===== src/rtl/snake_pkg.sv =====
// Shared constants, types and helpers for the snake input path.
package snake_pkg;

  localparam int unsigned DIR_W  = 2;
  localparam int unsigned BYTE_W = 8;

  localparam logic [DIR_W-1:0] DIR_RIGHT = 2'b00;
  localparam logic [DIR_W-1:0] DIR_LEFT  = 2'b01;
  localparam logic [DIR_W-1:0] DIR_UP    = 2'b10;
  localparam logic [DIR_W-1:0] DIR_DOWN  = 2'b11;

  localparam logic [BYTE_W-1:0] KEY_ESC   = 8'h1B;
  localparam logic [BYTE_W-1:0] KEY_LBRKT = 8'h5B;
  localparam logic [BYTE_W-1:0] KEY_SPACE = 8'h20;

  typedef enum logic [1:0] {
    ST_IDLE     = 2'd0,
    ST_GOT_ESC  = 2'd1,
    ST_GOT_BRKT = 2'd2
  } parse_state_e;

  typedef struct packed {
    logic             valid;
    logic [DIR_W-1:0] dir;
  } dir_cmd_t;

  // Opposite directions share bit 1 and differ in bit 0.
  function automatic logic is_reverse(input logic [DIR_W-1:0] a, input logic [DIR_W-1:0] b);
    return (a[1] == b[1]) && (a[0] != b[0]);
  endfunction

  // WASD letter (either case) to direction.
  function automatic dir_cmd_t wasd_to_cmd(input logic [BYTE_W-1:0] b);
    dir_cmd_t c;
    c.valid = 1'b1;
    c.dir   = DIR_RIGHT;
    case (b)
      8'h77, 8'h57: c.dir = DIR_UP;
      8'h61, 8'h41: c.dir = DIR_LEFT;
      8'h73, 8'h53: c.dir = DIR_DOWN;
      8'h64, 8'h44: c.dir = DIR_RIGHT;
      default:      c.valid = 1'b0;
    endcase
    return c;
  endfunction

  // Final byte of an ANSI arrow sequence to direction.
  function automatic dir_cmd_t arrow_to_cmd(input logic [BYTE_W-1:0] b);
    dir_cmd_t c;
    c.valid = 1'b1;
    c.dir   = DIR_RIGHT;
    case (b)
      8'h41:   c.dir = DIR_UP;
      8'h42:   c.dir = DIR_DOWN;
      8'h43:   c.dir = DIR_RIGHT;
      8'h44:   c.dir = DIR_LEFT;
      default: c.valid = 1'b0;
    endcase
    return c;
  endfunction

endpackage


===== src/rtl/snake_key_decoder_if.sv =====
// Byte-in / turn-out handshake bundle of the key decoder.
interface snake_key_decoder_if;
  import snake_pkg::*;

  logic              rx_valid;
  logic [BYTE_W-1:0] rx_data;
  logic [DIR_W-1:0]  cur_dir;
  logic              dir_valid;
  logic [DIR_W-1:0]  dir;
  logic              dir_ready;
  logic              paused;
  logic              seq_err;

  modport master (
    output rx_valid, rx_data, cur_dir, dir_ready,
    input  dir_valid, dir, paused, seq_err
  );

  modport slave (
    input  rx_valid, rx_data, cur_dir, dir_ready,
    output dir_valid, dir, paused, seq_err
  );

endinterface


===== src/rtl/snake_dir_fifo.sv =====
// Small first-word-fall-through queue of 2-bit commands with registered flags/head.
module snake_dir_fifo
  import snake_pkg::*;
#(
  parameter int unsigned DEPTH = 2
) (
  input  logic             clk,
  input  logic             rstn,
  input  logic             push,
  input  logic [DIR_W-1:0] push_data,
  input  logic             pop,
  output logic             full,
  output logic             empty,
  output logic [DIR_W-1:0] head,
  output logic [DIR_W-1:0] tail_c
);

  localparam int unsigned AW = (DEPTH > 1) ? $clog2(DEPTH) : 1;
  localparam int unsigned CW = $clog2(DEPTH + 1);

  logic [DIR_W-1:0] mem_q [DEPTH];
  logic [AW-1:0]    rd_q, wr_q, rd_n, wr_n;
  logic [CW-1:0]    cnt_q, cnt_n;
  logic             do_push, do_pop;
  logic [DIR_W-1:0] head_n;

  // Next pointers/count; push into a full queue only when the head leaves the same cycle.
  always_comb begin
    do_pop  = pop && !empty;
    do_push = push && (!full || do_pop);
    rd_n    = rd_q;
    wr_n    = wr_q;
    cnt_n   = cnt_q;
    if (do_pop)  rd_n = rd_q + AW'(1);
    if (do_push) wr_n = wr_q + AW'(1);
    case ({do_push, do_pop})
      2'b10:   cnt_n = cnt_q + CW'(1);
      2'b01:   cnt_n = cnt_q - CW'(1);
      default: cnt_n = cnt_q;
    endcase
    head_n = (do_push && (rd_n == wr_q)) ? push_data : mem_q[rd_n];
    tail_c = mem_q[wr_q - AW'(1)];
  end

  // Storage, pointers and registered status/head.
  always_ff @(posedge clk) begin
    if (!rstn) begin
      rd_q  <= '0;
      wr_q  <= '0;
      cnt_q <= '0;
      full  <= 1'b0;
      empty <= 1'b1;
      head  <= '0;
      for (int i = 0; i < int'(DEPTH); i++) mem_q[i] <= '0;
    end else begin
      rd_q  <= rd_n;
      wr_q  <= wr_n;
      cnt_q <= cnt_n;
      full  <= (cnt_n == CW'(DEPTH));
      empty <= (cnt_n == '0);
      head  <= head_n;
      if (do_push) mem_q[wr_q] <= push_data;
    end
  end

endmodule


===== src/rtl/snake_key_decoder.sv =====
// UART byte stream to validated snake turn commands, with pause toggle.
module snake_key_decoder
  import snake_pkg::*;
#(
  parameter int unsigned CLK_HZ         = 25000000,
  parameter int unsigned ESC_TIMEOUT_US = 2000,
  parameter int unsigned DEPTH          = 2
) (
  input logic          clk,
  input logic          rstn,
  snake_key_decoder_if.slave bus
);

  localparam longint unsigned TO_CYC_L = (64'(ESC_TIMEOUT_US) * 64'(CLK_HZ)) / 64'd1000000;
  localparam int unsigned     TO_CYC   = (TO_CYC_L < 64'd1) ? 1 : 32'(TO_CYC_L);
  localparam int unsigned     CNT_W    = $clog2(TO_CYC + 1);

  parse_state_e     state_q, state_n;
  logic [CNT_W-1:0] cnt_q, cnt_n;
  logic             cand_vld_q, cand_vld_n;
  logic [DIR_W-1:0] cand_q, cand_n;
  logic             paused_q, paused_n;
  logic             seq_err_q, seq_err_n;
  dir_cmd_t         key_cmd, arrow_cmd;

  logic             push, pop;
  logic             fifo_full, fifo_empty;
  logic [DIR_W-1:0] fifo_head, fifo_tail_c, ref_dir;

  // Parser state register.
  always_ff @(posedge clk) begin
    if (!rstn) begin
      state_q    <= ST_IDLE;
      cnt_q      <= '0;
      cand_vld_q <= 1'b0;
      cand_q     <= '0;
      paused_q   <= 1'b0;
      seq_err_q  <= 1'b0;
    end else begin
      state_q    <= state_n;
      cnt_q      <= cnt_n;
      cand_vld_q <= cand_vld_n;
      cand_q     <= cand_n;
      paused_q   <= paused_n;
      seq_err_q  <= seq_err_n;
    end
  end

  // Parser next state: WASD/space in IDLE, ESC '[' X sequences with inter-byte timeout.
  always_comb begin
    state_n    = state_q;
    cnt_n      = cnt_q;
    cand_vld_n = 1'b0;
    cand_n     = cand_q;
    paused_n   = paused_q;
    seq_err_n  = 1'b0;
    key_cmd    = wasd_to_cmd(bus.rx_data);
    arrow_cmd  = arrow_to_cmd(bus.rx_data);
    case (state_q)
      ST_IDLE: begin
        cnt_n = '0;
        if (bus.rx_valid) begin
          if (bus.rx_data == KEY_ESC) begin
            state_n = ST_GOT_ESC;
          end else if (bus.rx_data == KEY_SPACE) begin
            paused_n = !paused_q;
          end else if (key_cmd.valid) begin
            cand_vld_n = 1'b1;
            cand_n     = key_cmd.dir;
          end
        end
      end
      ST_GOT_ESC, ST_GOT_BRKT: begin
        if (bus.rx_valid) begin
          cnt_n = '0;
          if (bus.rx_data == KEY_ESC) begin
            state_n = ST_GOT_ESC;
          end else if ((state_q == ST_GOT_ESC) && (bus.rx_data == KEY_LBRKT)) begin
            state_n = ST_GOT_BRKT;
          end else if ((state_q == ST_GOT_BRKT) && arrow_cmd.valid) begin
            state_n    = ST_IDLE;
            cand_vld_n = 1'b1;
            cand_n     = arrow_cmd.dir;
          end else begin
            state_n   = ST_IDLE;
            seq_err_n = 1'b1;
          end
        end else if (cnt_q >= CNT_W'(TO_CYC - 1)) begin
          state_n   = ST_IDLE;
          cnt_n     = '0;
          seq_err_n = 1'b1;
        end else begin
          cnt_n = cnt_q + CNT_W'(1);
        end
      end
      default: state_n = ST_IDLE;
    endcase
  end

  // Turn filter against the newest queued turn (or the live head direction when empty).
  always_comb begin
    ref_dir = fifo_empty ? bus.cur_dir : fifo_tail_c;
    pop     = bus.dir_ready && !fifo_empty;
    push    = cand_vld_q && !paused_q && (cand_q != ref_dir) &&
              !is_reverse(cand_q, ref_dir) && (!fifo_full || pop);
  end

  snake_dir_fifo #(.DEPTH(DEPTH)) u_fifo (
    .clk       (clk),
    .rstn      (rstn),
    .push      (push),
    .push_data (cand_q),
    .pop       (pop),
    .full      (fifo_full),
    .empty     (fifo_empty),
    .head      (fifo_head),
    .tail_c    (fifo_tail_c)
  );

  assign bus.dir_valid = !fifo_empty;
  assign bus.dir       = fifo_head;
  assign bus.paused    = paused_q;
  assign bus.seq_err   = seq_err_q;

endmodule


===== src/flat_wrapper.sv =====
// flat-port wrapper written by rule: the top's interface ports become plain ports
module snake_key_decoder_flat import snake_pkg::*;
#(
  parameter int unsigned CLK_HZ         = 25000000,
  parameter int unsigned ESC_TIMEOUT_US = 2000,
  parameter int unsigned DEPTH          = 2
)
  (clk, rstn, bus_rx_valid, bus_rx_data, bus_cur_dir, bus_dir_ready, bus_dir_valid, bus_dir, bus_paused, bus_seq_err);
  snake_key_decoder_if bus_i ();
  input logic clk;
  input logic rstn;
  input wire logic [$bits(bus_i.rx_valid)-1:0] bus_rx_valid;
  input wire logic [$bits(bus_i.rx_data)-1:0] bus_rx_data;
  input wire logic [$bits(bus_i.cur_dir)-1:0] bus_cur_dir;
  input wire logic [$bits(bus_i.dir_ready)-1:0] bus_dir_ready;
  output wire logic [$bits(bus_i.dir_valid)-1:0] bus_dir_valid;
  output wire logic [$bits(bus_i.dir)-1:0] bus_dir;
  output wire logic [$bits(bus_i.paused)-1:0] bus_paused;
  output wire logic [$bits(bus_i.seq_err)-1:0] bus_seq_err;
  assign bus_i.rx_valid = bus_rx_valid;
  assign bus_i.rx_data = bus_rx_data;
  assign bus_i.cur_dir = bus_cur_dir;
  assign bus_i.dir_ready = bus_dir_ready;
  assign bus_dir_valid = bus_i.dir_valid;
  assign bus_dir = bus_i.dir;
  assign bus_paused = bus_i.paused;
  assign bus_seq_err = bus_i.seq_err;
  snake_key_decoder #(.CLK_HZ(CLK_HZ), .ESC_TIMEOUT_US(ESC_TIMEOUT_US), .DEPTH(DEPTH)) u_core (.clk(clk), .rstn(rstn), .bus(bus_i));
endmodule

===== config.mk =====
export PLATFORM = sky130hd
export DESIGN_NAME = snake_key_decoder_flat
export DESIGN_NICKNAME = d
export VERILOG_FILES = /design/src/rtl/snake_pkg.sv /design/src/rtl/snake_key_decoder_if.sv /design/src/rtl/snake_dir_fifo.sv /design/src/rtl/snake_key_decoder.sv /design/src/flat_wrapper.sv
export SDC_FILE = /design/constraint.sdc
export NUM_CORES = 1
export LEC_CHECK = 0
export BUFFER_PORTS_ARGS = -buffer_cell sky130_fd_sc_hd__buf_2
export CAP_MARGIN = 5
export CORE_MARGIN = 2
export CORE_UTILIZATION = 42
export DETAILED_ROUTE_END_ITERATION = 10
export PLACE_DENSITY = 0.58
export SYNTH_ARGS = -nofsm -noshare
export SYNTH_HDL_FRONTEND = slang
export SYNTH_SLANG_ARGS = --single-unit
export TNS_END_PERCENT = 100

===== constraint.sdc =====
create_clock -name clk -period 5.6 [get_ports clk]
set_input_delay 0.28 -clock clk [delete_from_list [all_inputs] [get_ports clk]]
set_output_delay 0.28 -clock clk [all_outputs]
set_load 0.01 [all_outputs]

==> flow_summary.json, run 1 <==
{
  "outcome": "finished clean",
  "drive_gt1_frac": 0.154,
  "io_pins": 19,
  "async_flop_share": 0,
  "yosys-top-cells-count": "dfxtp_1, nor2_1, nand2_1",
  "cts_hold_buffers": 0,
  "maxCapViolCount": 0,
  "synth_adder_area_share": 0.0451,
  "cts_root_buf": "clkbuf_8",
  "postCtsSetupBuffers": 0,
  "start_kind": "register",
  "rsz0062_at_grt": "false",
  "grt_first_pass_wirelength_um": 6180,
  "die_w_um": 72.0,
  "num_vias": 1491,
  "synth_compound_area_frac": 0.0999,
  "synth_top_family_by_area": "simple AND/OR/NAND/NOR gates",
  "grt_pass1_vias": 1417,
  "syn_nets": 234,
  "drc_errors": 0,
  "syn_inst": 213,
  "startpoint": "u_core.u_fifo.wr_q$_SDFFE_PN0P_",
  "power_density_nw_per_um2": 237,
  "endpoint": "u_core.u_fifo.full$_SDFF_PN0_",
  "max_slew_margin": 0.577,
  "fin_crit_ns": 2.79,
  "ys_dominant_reg_cell": "dfxtp_1",
  "cts_num_sinks": 35,
  "nNetsFinal": 248,
  "peakVddDrop_v": 0.000126,
  "clk_pin_slew_ns": 0.08,
  "yosysWarnings": 0,
  "tns_ns": 0,
  "die_y_um": 72.0,
  "grt_max_degree": 24,
  "hold_class": "input port to register",
  "gp_congestion": 0.757,
  "max_stage_delay_ns": 0.54,
  "wl_per_cell_um": 12.5,
  "firstDrtPassIters": 4,
  "r2r_slack_ns": 2.81,
  "dieArea_um2": 5180,
  "syn-cell-area_um2": 1940,
  "synth_area_leaders": "dfxtp_1, edfxtp_1, xor2_1",
  "power.total_mw": 0.507,
  "ctsResizeCount": 0,
  "yosys.area.top_type": "dfxtp_1",
  "synth_seq_cells": 35,
  "yosys.area_share.simple": 0.286,
  "max_freq_mhz": 358,
  "r2r_cells": 8,
  "netlist.area_leader.share": 0.320,
  "cts_tree": "built",
  "start_util": 0.440,
  "fin_skew_ns": 0.00853,
  "fin_crit_sh": 0.498,
  "worstMarginPinSlew_ns": 0.634,
  "r2r_start": "u_core.u_fifo.wr_q$_SDFFE_PN0P_",
  "final_util": 0.486,
  "arrival_ns": 3.01,
  "row_count": 24,
  "leakage_nw": 0.818,
  "antenna_found_initial": 0,
  "ant_nets": 0,
  "portBuffers": 17,
  "setup_viol": 0,
  "synth_xor_area_frac": 0.0948,
  "grt_overflow": 0,
  "area_growth_syn_to_layout_pct": 10.4,
  "via_per_inst": 5.33,
  "clockBufferDepth": 2,
  "drv_slew": 0,
  "required_ns": 5.82,
  "wl_um": 3510,
  "worstSetupPathType": "register to register",
  "n_antenna_cell": 0,
  "endpoint_kind": "register",
  "synth_edf_count": 4,
  "ys_seq_area_frac": 0.382,
  "synth.most_common_cell": "dfxtp_1",
  "crit_chain": "mux2i_1 > a211o_1 > a221oi_2 > inv_1 > ha_1 > or3_1 > a21boi_0 > nor2b_1",
  "avgSynthCellArea_um2": 9.11,
  "fp.coreArea_um2": 4410,
  "drtIter0Drc": 86,
  "reg2reg_to": "u_core.u_fifo.full$_SDFF_PN0_",
  "clkLatencyLatePin_ns": 0.29,
  "muxShareOfSynthArea": 0.0484,
  "numCtsBuffers": 5,
  "htreeDepth": 2,
  "critPathSlowestCell": "dfxtp_1",
  "track_usage": 0.152,
  "yosysUniqueCellTypes": 52,
  "dp_hpwl_um": 2530,
  "hold_violations": 0,
  "path_max_fanout": 10
}
==> cells in the final DEF, fill, tap and decap left out, types with 3 or more instances in the layout <==
cell / n
mux2i_1: 6
nand2_1: 21
nor3b_1: 4
nor3_1: 5
and3_1: 4
o21ai_0: 4
nor2b_1: 9
nor4b_1: 3
mux2_2: 3
clkbuf_8: 5
xnor2_1: 10
xor2_1: 11
ha_1: 7
inv_1: 7
nand3_1: 7
dfxtp_1: 31
nor2_1: 22
nand4_1: 3
edfxtp_1: 4
or3_1: 4
buf_2: 17
==> metrics by stage <==
step | hold WS [ns] | std cells | area (µm²) | worst slack [ns]
2_1_floorplan | 0.399 | 213 | 1940 | 3.17
3_3_place_gp | 0.458 | 272 | 2030 | 2.84
3_5_place_dp | 0.473 | 272 | 2030 | 2.84
4_1_cts | 0.292 | 280 | 2140 | 2.81
5_1_grt | 0.295 | 280 | 2140 | 2.54
6_report | 0.299 | 280 | 2140 | 2.81
==> state kept, by name (all words and copies together), names as in the netlist, 2 cells and up <==
register and cells:
u_core.state_q 2, u_core.u_fifo.head 2, u_core.cnt_q 16, u_core.u_fifo.mem_q 4, u_core.u_fifo.cnt_q 2, u_core.cand_q 2
==> final cells by class <==
class | count | area (µm²)
repair buffers | 17 | 85.1
multi-input cells | 161 | 1110
clock buffers | 5 | 68.8
flip-flops and latches | 35 | 741
clock inverters | 3 | 43.8
inverters | 7 | 26.3
fillers | 437 | 2270
well taps | 52 | 65.1
==> worst min path at each step <==
| stage | startpoint | endpoint | cells past startpoint |
|---|---|---|---|
| 2_1_floorplan | bus_rx_data[6] | u_core.state_q[0]$_SDFFE_PN0P_ | 1 |
| 3_3_place_gp | u_core.cnt_q[15]$_SDFFE_PN0P_ | u_core.cnt_q[15]$_SDFFE_PN0P_ | 2 |
| 3_5_place_dp | u_core.cnt_q[15]$_SDFFE_PN0P_ | u_core.cnt_q[15]$_SDFFE_PN0P_ | 2 |
| 4_1_cts | bus_rx_data[6] | u_core.state_q[0]$_SDFFE_PN0P_ | 2 |
| 5_1_grt | bus_rx_data[6] | u_core.state_q[0]$_SDFFE_PN0P_ | 2 |
| 6_report | bus_rx_data[6] | u_core.state_q[0]$_SDFFE_PN0P_ | 2 |
==> layer usage <==
layer,wire (µm),vias up,track usage
met4,60,0,0.0713
met5,0,-,0
met1,1830,668,0.209
met2,1470,31,0.223
li1,-,786,-
met3,146,6,0.0389
==> power by group <==
group | total, mW | internal (mW) | switching [mW]
Combinational | 0.0256 | 0.0112 | 0.0144
Sequential | 0.256 | 0.255 | 0.000747
Clock | 0.226 | 0.132 | 0.0934
==> cell families after synthesis <==
logic type,Yosys count
muxes,9
buffers and inverters,17
DFF,35
and+or+nand+nor,99
adders and majority gates,7
xor gates and xnor gates,21
AOI/OAI and AO/OA,25
==> worst max-delay path, delay by kind of cell, from the launching register on <==
family	cells	cell delay, ns
AOI/OAI and AO/OA	3	0.98
DFF	1	0.54
and+or+nand+nor	2	0.52
adders and majority gates	1	0.36
buffers and inverters	1	0.17
muxes	1	0.15
No activity file was read; power rests on OpenSTA's default activity.
==> run 2, diff against run 1 <==
PLACE_DENSITY = 0.6   (was 0.58)
clock period = 2.3 ns   (was 5.6 ns; I/O delays follow)
==> run 2 against run 1 <==
Count of clock-buffer cells in the layout grew 2. Critical endpoint unchanged. Sequential cell count is the same. Maximum frequency grew 32%. Critical path depth grew 1. Core utilization grew 1.1 points.
==> flow_summary.json, run 2 (synthesis results as in run 1) <==
{
  "antenna_found_initial": 0,
  "drv_slew": 0,
  "arrival_ns": 2.33,
  "die_y_um": 72.0,
  "hold_path_end": "u_core.state_q[0]$_SDFFE_PN0P_",
  "worstMarginPinSlew_ns": 0.440,
  "dp_hpwl_um": 2710,
  "grt_first_pass_wirelength_um": 6380,
  "maxCapViolCount": 0,
  "clk_pin_slew_ns": 0.07,
  "portBuffers": 17,
  "finalInstanceArea_um2": 2190,
  "r2r_slack_ns": 0.19,
  "start_kind": "register",
  "place_ws_ns": 0.165,
  "endpoint_kind": "register",
  "firstDrtPassIters": 4,
  "peakVddDrop_v": 0.000345,
  "dieArea_um2": 5180,
  "wl_per_cell_um": 12.5,
  "gp_congestion": 0.788,
  "hold_class": "input port to register",
  "reg_top3": "u_core.cnt_q x16, u_core.u_fifo.mem_q x4",
  "max_slew_margin": 0.699,
  "grt_max_degree": 24,
  "wl_um": 3580,
  "reg2reg_to": "u_core.u_fifo.full$_SDFF_PN0_",
  "largest_register_ffs": 16,
  "nNetsFinal": 255,
  "clkLatencyLatePin_ns": 0.28,
  "fin_crit_sh": 0.919,
  "fp.coreArea_um2": 4410,
  "r2r_cells": 9,
  "required_ns": 2.52,
  "cts_num_sinks": 35,
  "area_growth_syn_to_layout_pct": 12.9,
  "grt_pass1_vias": 1421,
  "io_pins": 19,
  "hold_violations": 0,
  "path_max_fanout": 4,
  "power_density_nw_per_um2": 520,
  "row_count": 24,
  "grt_overflow": 0,
  "timing.final.ws_setup_ns": 0.186,
  "tns_ns": 0,
  "ant_nets": 0,
  "drc_errors": 0,
  "min_path_cells": 2,
  "via_per_inst": 5.18,
  "regMostFlops": "u_core.cnt_q",
  "rsz0062_at_grt": "false",
  "htreeDepth": 2,
  "outcome": "finished clean",
  "num_vias": 1486,
  "most-common-layout-cells": "dfxtp_1, nor2_1, nand2_1",
  "start_util": 0.440,
  "clockBufferDepth": 2,
  "leakage_nw": 0.844,
  "cts_tree": "built",
  "drive_gt1_frac": 0.187,
  "postCtsSetupBuffers": 0,
  "cts_root_buf": "clkbuf_8",
  "final_common_cell": "dfxtp_1",
  "numCtsBuffers": 5,
  "drtIter0Drc": 52,
  "whs_ns": 0.136,
  "max_freq_mhz": 473,
  "setup_viol": 0,
  "r2r_start": "u_core.u_fifo.wr_q$_SDFFE_PN0P_",
  "track_usage": 0.155,
  "worstSetupPathType": "register to register",
  "place_area_um2": 2100,
  "die_w_um": 72.0,
  "min-delay-start": "bus_rx_data[6]",
  "fin_crit_ns": 2.11,
  "fin_skew_ns": 0.00932,
  "n_antenna_cell": 0
}
run 2: area by class of cell:
cell class	instances	area [µm²]
Fill cell	438	2220
Sequential cell	35	741
Multi-Input combinational cell	161	1130
Inverter	7	26.3
Clock buffer	7	86.3
Tap cell	52	65.1
Timing Repair Buffer	24	138
Clock inverter	1	5.00
run 2: report_power, final:
group / internal (mW) / leakage (nW) / switching (mW)
registers: 0.621 / 0.291 / 0.00177
logic: 0.0281 / 0.504 / 0.0352
clock network: 0.241 / 0.0482 / 0.211
run 2: repair_timing:
item	in CTS	in global routing
hold endpoints to repair	0	0
gates resized for setup	0	1
hold buffers	0	0
endpoints found under the setup margin	0	1
run 2: worst max-delay path by stage:
stage / depth (start not counted) / endpoint / start
2_1_floorplan: 9 / u_core.u_fifo.full$_SDFF_PN0_ / u_core.u_fifo.wr_q$_SDFFE_PN0P_
3_3_place_gp: 8 / u_core.u_fifo.full$_SDFF_PN0_ / u_core.u_fifo.wr_q$_SDFFE_PN0P_
3_5_place_dp: 9 / u_core.u_fifo.full$_SDFF_PN0_ / u_core.u_fifo.wr_q$_SDFFE_PN0P_
4_1_cts: 9 / u_core.u_fifo.full$_SDFF_PN0_ / u_core.u_fifo.wr_q$_SDFFE_PN0P_
5_1_grt: 9 / u_core.u_fifo.full$_SDFF_PN0_ / u_core.u_fifo.mem_q[0][1]$_SDFFCE_PN0P_
6_report: 9 / u_core.u_fifo.full$_SDFF_PN0_ / u_core.u_fifo.wr_q$_SDFFE_PN0P_
run 2: critical path, cell delays in order, from the launching register on:
cell and delay (ns):
dfxtp_1 0.32, mux2i_1 0.13, a211o_1 0.31, a221oi_2 0.28, inv_2 0.10, ha_4 0.17, xnor2_1 0.13, or3_1 0.33
a21boi_2 0.15, nor2b_1 0.13
run 2: layer usage:
metal / vias to the layer above / track usage / routed length (µm)
met1: 662 / 0.221 / 1900
li1: 798 / - / -
met4: 0 / 0.0734 / 44
met3: 5 / 0.0375 / 100
met5: - / 0 / 0
met2: 21 / 0.221 / 1530
run 2: through the flow:
step           power [mW]  cells  utilization
6_report             1.14    287        0.496
5_1_grt              1.19    287        0.496
4_1_cts              1.16    287        0.496
3_5_place_dp        0.700    279        0.476
3_3_place_gp        0.700    279        0.476
2_1_floorplan       0.679    213            -
==> run 3, diff against run 2 <==
--- a/config.mk
+++ b/config.mk
@@ -8,3 +8,2 @@
 export BUFFER_PORTS_ARGS = -buffer_cell sky130_fd_sc_hd__buf_2
-export CAP_MARGIN = 5
 export CORE_MARGIN = 2
==> constraint.sdc (replaced) <==
create_clock -name clk -period 2.3 [get_ports clk]
set_input_delay 0 -clock clk [delete_from_list [all_inputs] [get_ports clk]]
set_output_delay 0 -clock clk [all_outputs]
set_load 0.01 [all_outputs]
==> run 3 against run 2 <==
Sequential share of layout area is 0.058 points higher. Final cell count is 0.35% lower. Sequential cell count stayed put. Final area is 0.17% lower. First-iteration DRC count is 23% lower. Routed wire length is 0.89% lower. Clock power hardly changed. Critical path type unchanged. Largest cell class unchanged. Largest power group unchanged. Highest routed layer unchanged.
==> flow_summary.json, run 3 (synthesis results as in run 1) <==
{
  "startpoint": "u_core.u_fifo.wr_q$_SDFFE_PN0P_",
  "grt_overflow": 0,
  "portBuffers": 17,
  "min-delay-start": "bus_rx_data[6]",
  "clk_pin_slew_ns": 0.07,
  "fp.coreArea_um2": 4410,
  "fin_crit_sh": 0.926,
  "firstDrtPassIters": 4,
  "dp_hpwl_um": 2600,
  "power.switching_mw": 0.247,
  "start_kind": "register",
  "hold_violations": 0,
  "cts_tree": "built",
  "io_pins": 19,
  "cts_num_sinks": 35,
  "worstSetupPathType": "register to register",
  "n_antenna_cell": 0,
  "start_util": 0.440,
  "numCtsBuffers": 5,
  "num_vias": 1514,
  "p_int_mw": 0.891,
  "row_count": 24,
  "max_slew_margin": 0.692,
  "power_density_nw_per_um2": 521,
  "fin_skew_ns": 0.00533,
  "critPathSlowestCell": "or3_1",
  "outcome": "finished clean",
  "grt_pass1_vias": 1389,
  "setup_viol": 0,
  "htreeDepth": 2,
  "drv_slew": 0,
  "rsz0062_at_grt": "false",
  "r2r_start": "u_core.u_fifo.wr_q$_SDFFE_PN0P_",
  "tns_ns": 0,
  "worstMarginPinSlew_ns": 0.450,
  "gp_congestion": 0.799,
  "crit_chain": "mux2i_2 > a211o_1 > a221oi_2 > inv_2 > ha_4 > or3_1 > a21boi_2 > nor2b_1",
  "grt_first_pass_wirelength_um": 6220,
  "place_area_um2": 2090,
  "peakVddDrop_v": 0.000368,
  "dieArea_um2": 5180,
  "finalInstanceArea_um2": 2190,
  "reg_top3": "u_core.cnt_q x16, u_core.u_fifo.mem_q x4",
  "r2r_slack_ns": 0.17,
  "required_ns": 2.52,
  "max_stage_delay_ns": 0.38,
  "drc_errors": 0,
  "via_per_inst": 5.29,
  "final_util": 0.495,
  "antenna_found_initial": 0,
  "regMostFlops": "u_core.cnt_q",
  "p_comb_frac": 0.057,
  "max_freq_mhz": 470,
  "area_growth_syn_to_layout_pct": 12.7,
  "leakage_nw": 0.842,
  "largest_register_ffs": 16,
  "clkLatencyLatePin_ns": 0.28,
  "clkPwrFrac": 0.396,
  "drive_gt1_frac": 0.188,
  "drtIter0Drc": 40,
  "clockBufferDepth": 2,
  "switching_share": 0.217,
  "track_usage": 0.150,
  "maxCapViolCount": 0,
  "grt_max_degree": 24,
  "nNetsFinal": 254,
  "ant_nets": 0,
  "die_y_um": 72.0,
  "arrival_ns": 2.35,
  "pwr-share-seq": 0.547,
  "die_w_um": 72.0,
  "path_max_fanout": 4,
  "endpoint_kind": "register",
  "cts_root_buf": "clkbuf_8",
  "hold_class": "input port to register",
  "most-common-layout-cells": "dfxtp_1, nor2_1, nand2_1",
  "fin_crit_ns": 2.13,
  "final_common_cell": "dfxtp_1",
  "wl_per_cell_um": 12.4,
  "wl_um": 3550
}
[run 3: cell count changes in the layout (fill, tap and decap cells not counted)]
| cell | previous run | this run |
|---|---|---|
| mux2i_1 | 6 | 5 |
| mux2i_2 | 0 | 1 |
| buf_4 | 7 | 6 |
[run 3: layout make-up]
| cell class | instances | area, µm² |
|---|---|---|
| Fill cell | 430 | 2230 |
| Multi-Input combinational cell | 161 | 1130 |
| Sequential cell | 35 | 741 |
| Tap cell | 52 | 65.1 |
| Clock inverter | 1 | 5.00 |
| Timing Repair Buffer | 23 | 130 |
| Inverter | 7 | 26.3 |
| Clock buffer | 7 | 86.3 |
[run 3: timing repair]
action,in CTS,in global routing
hold buffers,0,0
endpoints found under the setup margin,0,1
endpoints found under the hold margin,0,0
buffers inserted,0,0
resized for setup,0,2
[run 3: worst paths after layout]
check,to,depth (start not counted)
max,u_core.u_fifo.full$_SDFF_PN0_,8
min reg2reg,u_core.cnt_q[15]$_SDFFE_PN0P_,2
max reg2reg,u_core.u_fifo.full$_SDFF_PN0_,8
min,u_core.state_q[0]$_SDFFE_PN0P_,2
[run 3: power groups by stage]
stage | clock [mW] | sequential (mW) | combinational, mW
floorplan | 0 | 0.637 | 0.0416
finish | 0.451 | 0.623 | 0.0644
global route | 0.493 | 0.623 | 0.0715
CTS | 0.467 | 0.623 | 0.0643
global placement | 0 | 0.637 | 0.0632
detailed placement | 0 | 0.637 | 0.0639
[run 3: per-stage QoR]
step                      total power [mW]  hold slack (ns)  setup WS [ns]  cells
final                                 1.14           0.0278          0.171    286
after global routing                  1.19           0.0464         0.0129    286
after CTS                             1.15           0.0219          0.153    286
after detailed placement             0.701            0.318          0.176    278
after global placement               0.700            0.326          0.190    278
after floorplan                      0.679            0.119         0.0474    213
[run 3: worst max-delay path: cells and delay by family, from the launching register on]
kind | cells | cell delay (ns)
AOI/OAI and AO/OA | 3 | 0.73
DFF | 1 | 0.33
and+or+nand+nor | 2 | 0.51
muxes | 1 | 0.15
adders and majority gates | 1 | 0.23
buffers and inverters | 1 | 0.10
[run 3: routing by layer]
| layer | global-route usage | wire length [µm] |
|---|---|---|
| met1 | 0.215 | 1870 |
| met5 | 0 | 0 |
| met4 | 0.0566 | 59 |
| met2 | 0.218 | 1500 |
| met3 | 0.0389 | 124 |
